### src/rtl/cpu_types_pkg.sv
// Shared CPU-wide types: machine word and RAM model status codes.
package cpu_types_pkg;

    typedef logic [31:0] word_t;

    typedef enum logic [1:0] {
        FREE   = 2'd0,
        BUSY   = 2'd1,
        ACCESS = 2'd2,
        ERROR  = 2'd3
    } ramstate_t;

endpackage

### src/rtl/ram_arbiter_pkg.sv
// Local types for the RAM arbiter.
package ram_arbiter_pkg;

    typedef enum logic [1:0] {
        IDLE,
        DGRANT,
        IGRANT
    } arb_state_t;

endpackage

### src/rtl/arb_counter.sv
// Saturating up-counter with synchronous clear (clear wins over increment).
module arb_counter #(
    parameter int W   = 8,
    parameter int MAX = 255
) (
    input  logic         clk,
    input  logic         rst_n,
    input  logic         clr,
    input  logic         inc,
    output logic [W-1:0] cnt
);

    always_ff @(posedge clk or negedge rst_n) begin
        if (!rst_n) begin
            cnt <= '0;
        end else if (clr) begin
            cnt <= '0;
        end else if (inc && cnt != W'(MAX)) begin
            cnt <= cnt + 1'b1;
        end
    end

endmodule

### src/rtl/ram_arbiter.sv
// Single-port RAM arbiter: data has priority, instruction fetch is
// protected from starvation, and every grant is bounded by a timeout.
module ram_arbiter
    import cpu_types_pkg::*, ram_arbiter_pkg::*;
#(
    parameter int STARVE_LIMIT = 4,
    parameter int TIMEOUT      = 64
) (
    input  logic        CLK,
    input  logic        nRST,
    input  logic        iREN,
    input  word_t       iaddr,
    input  logic        dREN,
    input  logic        dWEN,
    input  word_t       daddr,
    input  word_t       dstore,
    output logic        iwait,
    output logic        dwait,
    output word_t       iload,
    output word_t       dload,
    output logic        ramREN,
    output logic        ramWEN,
    output word_t       ramaddr,
    output word_t       ramstore,
    input  word_t       ramload,
    input  logic [1:0]  ramstate,
    output logic        err
);

    localparam int SW = $clog2(STARVE_LIMIT + 1);
    localparam int TW = $clog2(TIMEOUT + 1);

    arb_state_t    state;
    arb_state_t    next;
    ramstate_t     rs;
    logic [SW-1:0] starve_cnt;
    logic [TW-1:0] to_cnt;
    logic          active;
    logic          d_done;
    logic          starve_clr;
    logic          starve_inc;
    logic          to_clr;
    logic          to_inc;

    assign rs = ramstate_t'(ramstate);

    always_ff @(posedge CLK or negedge nRST) begin
        if (!nRST) begin
            state <= IDLE;
        end else begin
            state <= next;
        end
    end

    always_comb begin
        next     = state;
        iwait    = 1'b1;
        dwait    = 1'b1;
        iload    = '0;
        dload    = '0;
        ramREN   = 1'b0;
        ramWEN   = 1'b0;
        ramaddr  = '0;
        ramstore = '0;
        err      = 1'b0;
        active   = 1'b0;
        d_done   = 1'b0;

        unique case (state)
            IDLE: begin
                if (iREN && starve_cnt == SW'(STARVE_LIMIT)) begin
                    next = IGRANT;
                end else if (dREN || dWEN) begin
                    next = DGRANT;
                end else if (iREN) begin
                    next = IGRANT;
                end
            end
            DGRANT: begin
                ramaddr = daddr;
                if (dWEN) begin
                    ramWEN   = 1'b1;
                    ramstore = dstore;
                end else begin
                    ramREN = 1'b1;
                end
                active = dREN || dWEN;
            end
            IGRANT: begin
                ramREN  = 1'b1;
                ramaddr = iaddr;
                active  = iREN;
            end
            default: next = IDLE;
        endcase

        // Exit checks shared by both grants; withdrawal leaves silently.
        if (state != IDLE) begin
            next = IDLE;
            if (active) begin
                if (rs == ERROR) begin
                    err = 1'b1;
                end else if (rs == ACCESS) begin
                    if (state == DGRANT) begin
                        dwait  = 1'b0;
                        dload  = dWEN ? '0 : ramload;
                        d_done = 1'b1;
                    end else begin
                        iwait = 1'b0;
                        iload = ramload;
                    end
                end else if (to_cnt == TW'(TIMEOUT - 1)) begin
                    err = 1'b1;
                end else begin
                    next = state;
                end
            end
        end
    end

    assign starve_clr = !iREN || (state == IDLE && next == IGRANT);
    assign starve_inc = d_done && iREN;
    assign to_clr     = (next == IDLE);
    assign to_inc     = (state != IDLE) && (next != IDLE);

    arb_counter #(
        .W   (SW),
        .MAX (STARVE_LIMIT)
    ) u_starve (
        .clk   (CLK),
        .rst_n (nRST),
        .clr   (starve_clr),
        .inc   (starve_inc),
        .cnt   (starve_cnt)
    );

    arb_counter #(
        .W   (TW),
        .MAX (TIMEOUT - 1)
    ) u_timeout (
        .clk   (CLK),
        .rst_n (nRST),
        .clr   (to_clr),
        .inc   (to_inc),
        .cnt   (to_cnt)
    );

endmodule

### config.mk
export PLATFORM = sky130hd
export DESIGN_NAME = ram_arbiter
export DESIGN_NICKNAME = d
export VERILOG_FILES = /design/src/rtl/cpu_types_pkg.sv /design/src/rtl/ram_arbiter_pkg.sv /design/src/rtl/arb_counter.sv /design/src/rtl/ram_arbiter.sv
export SDC_FILE = /design/constraint.sdc
export NUM_CORES = 1
export LEC_CHECK = 0
export CORE_AREA = 3 3 126 80
export DETAILED_ROUTE_END_ITERATION = 10
export DIE_AREA = 0 0 129 83
export PLACE_DENSITY = 0.85
export SLEW_MARGIN = 25
export SYNTH_ARGS = -nofsm -noshare
export SYNTH_HDL_FRONTEND = slang
export SYNTH_HIERARCHICAL = 1
export SYNTH_SLANG_ARGS = --single-unit
### constraint.sdc
create_clock -name CLK -period 2.2 [get_ports CLK]
set_clock_uncertainty 0.1 [all_clocks]
set_input_delay 0.44 -clock CLK [delete_from_list [all_inputs] [get_ports CLK]]
set_output_delay 0.44 -clock CLK [all_outputs]
set_load 0.05 [all_outputs]
==> flow_summary.json <==
{
  "wl_met2_mm": 9.76,
  "leakagePower_nw": 3.00,
  "pre_cts_ws_ns": -0.515,
  "synth_compound_area_share_pct": 23.0,
  "dp_hpwl_mm": 11.7,
  "pwr_density_cell_mw_per_mm2": 946,
  "avgViaCountPerCell": 5.47,
  "fin_crit_ns": 2.77,
  "remaining_drc_errors": 0,
  "setup_violations": 143,
  "n_antenna_cell": 0,
  "htreeDepth": 1,
  "rsz0062_at_grt": "true",
  "slowest_stage": "dfrtp_1",
  "yosys.area_share.xor_xnor_pct": 0,
  "cpPeakStageDelay_ns": 0.39,
  "synth.distinct_cells": 46,
  "vdd_drop_max_mv": 0.945,
  "cts_buffers": 3,
  "ctsRootBufferMaster": "clkbuf_16",
  "holdBufCountCts": 0,
  "synth_area_leader_cell": "and2_1",
  "max-slew-margin-rel_pct": 63.0,
  "final_antenna_net_count": 0,
  "outcome": "finished with violations",
  "drive_gt1_share_pct": 65.1,
  "ys_seq_area_share_pct": 14.1,
  "grt_max_degree": 34,
  "dieHeight_um": 83,
  "finalNonFillerCells": 700,
  "initial_core_util_pct": 23.8,
  "cts.path.max_buffers": 2,
  "wl_met1_mm": 6.19,
  "cts.sinks": 12,
  "synth.area.top_cells": "and2_1 20%, dfrtp_1 14%, a22oi_1 11%",
  "hp-class": "primary input to asynchronous set/reset pin",
  "die_w_um": 129,
  "yosysWarnings": 6,
  "gp_congestion": 0.912,
  "total_power_mw": 7.19,
  "fmax_mhz": 361,
  "synth_ff_type": "dfrtp_1",
  "grt-ovfl-total": 0,
  "syn_inst": 285,
  "synth_nets": 426,
  "postSynth.asyncResetShare_pct": 100,
  "syn_area_per_cell_um2": 7.49,
  "worstPathRequired_ns": 1.66,
  "period_share_pct": 126,
  "clock_latency_ns": 0.24,
  "core_area_mm2": 0.00899,
  "synth_top_family_by_area": "simple AND/OR/NAND/NOR gates",
  "clkTransAtPathRegs_ns": 0.04,
  "final_nets": 727,
  "cap_violations": 0,
  "wl_per_cell_um": 26.2,
  "drt_iter0_markers": 232,
  "synthAdderAreaFrac_pct": 3.51,
  "grt_use_total_pct": 30.2,
  "endpoint_kind": "output port",
  "met3_wirelength_mm": 1.51,
  "synth_edf_count": 0,
  "hold_viol": 0,
  "top_layer_used": "met4",
  "yosys.area_share.simple_pct": 50.0,
  "path_common_cell": "buf_12",
  "grt_first_pass_wirelength_mm": 25.1,
  "worstPathArrival_ns": 2.23,
  "dp_cells": 669,
  "wl_mm": 18.3,
  "grt_pass1_vias": 4103,
  "whs_ns": 0.459,
  "dr.pass1.iters": 5,
  "critPathKind": "flop to output port",
  "violations": "setup timing",
  "max_slew.worst_pin.slew_ns": 0.554,
  "crit_path_start_kind": "flop",
  "cts_tree": "built",
  "drv_slew": 0,
  "antenna_found_initial": 0,
  "post-route-worst-setup-slack_ns": -0.574,
  "cp_max_fo": 8,
  "ys_seq_elements": 12,
  "die_area_mm2": 0.0107,
  "syn_to_final_growth_pct": 256,
  "synthMuxAreaShare_pct": 1.17,
  "synth_top_area_share_pct": 19.6,
  "ioPinCount": 268,
  "num_vias": 3826,
  "crit_chain": "inv_2 -> ha_4 -> nand2b_4 -> a21oi_4 -> nor4b_4 -> buf_4 -> buf_12 -> and2_4 -> buf_12",
  "portBuffers": 267,
  "nFillCells": 355,
  "row_count": 27,
  "synth_area_mm2": 0.00214
}
## critical path: cells and delay by family (launching register included)
family | cells | cell delay, ns
buffers and inverters | 4 | 0.58
flip-flops | 1 | 0.39
adder cells (fa/ha/maj) | 1 | 0.31
AO/OA/AOI/OAI | 1 | 0.16
AND/OR/NAND/NOR | 3 | 0.54
## routing by layer
layer  vias up  GRT usage, %
li1       1620             -
met1      1840          31.0
met2       291          57.7
met3        75          8.23
met4         0          11.2
met5         -             0
## flip-flops by register name (all words and copies together) (netlist names)
signal,cells
u_timeout/cnt,7
u_starve/cnt,3
state,2
## logic make-up after synthesis
logic type	Yosys count
AND/OR/NAND/NOR	167
buffers and inverters	36
AO/OA/AOI/OAI	62
adder cells (fa/ha/maj)	6
multiplexers	2
flip-flops	12
## metrics by stage
step | utilization [%] | TNS, ns | cell area [um2]
detailed placement | 73.9 | -40.07 | 6640
finish | 84.5 | -45.56 | 7590
floorplan | - | -4.99 | 2420
global route | 84.5 | -49.59 | 7590
global placement | 73.9 | -39.06 | 6640
CTS | 79.9 | -33.80 | 7180
## final timing paths
path / to / cells past startpoint / start / slack [ns]
max: iload[5] / 9 / state[1] / -0.57
min: u_starve/cnt[0] / 1 / nRST / 0.46
max reg2reg: u_starve/cnt[1] / 10 / state[1] / -0.22
min reg2reg: u_timeout/cnt[6] / 1 / u_timeout/cnt[6] / 0.51
max in group asynchronous: state[0] / 1 / nRST / 1.14
min in group CLK: u_timeout/cnt[6] / 1 / u_timeout/cnt[6] / 0.51
## area by class of cell
| cell class | instances | area [um2] | share of cell area [%] |
|---|---|---|---|
| Sequential cell | 12 | 302 | 3.97 |
| Inverter | 9 | 42.5 | 0.560 |
| Timing Repair Buffer | 323 | 4690 | 61.8 |
| Tap cell | 116 | 145 | 1.91 |
| Multi-Input combinational cell | 237 | 2340 | 30.8 |
| Clock buffer | 3 | 75.1 | 0.988 |
## layout by cell type, fill, tap and decap left out, types with 2 or more instances in the layout
| cell | netlist | layout |
|---|---|---|
| dlygate4sd2_1 | 0 | 3 |
| buf_8 | 0 | 7 |
| o21ai_0 | 5 | 4 |
| nor2_1 | 3 | 3 |
| inv_1 | 8 | 5 |
| a31oi_1 | 3 | 3 |
| a211oi_2 | 1 | 2 |
| ha_4 | 0 | 3 |
| o311a_1 | 2 | 2 |
| buf_4 | 2 | 28 |
| buf_6 | 4 | 9 |
| and2_4 | 0 | 64 |
| nand3_1 | 2 | 2 |
| dfrtp_1 | 12 | 11 |
| and3_4 | 0 | 33 |
| nor3b_1 | 4 | 3 |
| nor2b_4 | 0 | 4 |
| nand2b_1 | 3 | 2 |
| buf_16 | 0 | 3 |
| and4b_1 | 4 | 4 |
| clkbuf_16 | 0 | 6 |
| and2_2 | 0 | 2 |
| a22oi_2 | 0 | 32 |
| a21boi_4 | 1 | 2 |
| o211ai_1 | 2 | 2 |
| a41oi_1 | 2 | 2 |
| inv_4 | 0 | 2 |
| buf_12 | 0 | 139 |
| nor2b_2 | 0 | 29 |
| nand2_1 | 8 | 6 |
| ha_1 | 6 | 3 |
| nand4b_1 | 2 | 2 |
| clkdlybuf4s50_1 | 0 | 131 |
| o31a_1 | 2 | 2 |
## cells in the mapped netlist (2+ instances only)
cell,n
buf_2,4
a31oi_1,3
nor2_1,3
and2_1,67
o31a_1,2
a22oi_1,32
o211ai_1,2
nand4b_1,2
and4b_1,4
buf_6,4
o311a_1,2
ha_1,6
a41oi_1,2
nor3b_1,4
buf_4,2
o21ai_0,5
and3_1,34
dfrtp_1,12
a211oi_1,2
nand2b_1,3
clkbuf_1,17
inv_1,8
nor2b_1,34
nand2_1,8
nand3_1,2
## report_power, final
group          switching [mW]  total (mW)  leakage (nW)  internal (mW)
clock                  0.0938       0.330        0.0370          0.237
combinational            3.25        6.58          2.80           3.33
sequential             0.0328       0.276         0.164          0.244
## repair_timing
| item | in CTS | in global routing |
|---|---|---|
| endpoints found under the hold margin | 0 | 0 |
| endpoints found under the setup margin | 142 | 143 |
| gates cloned | 6 | 4 |
| pin swaps | 6 | 20 |
| resized for setup | 53 | 86 |
| setup buffers | 13 | 9 |
No activity file was read; power rests on OpenSTA's default activity.
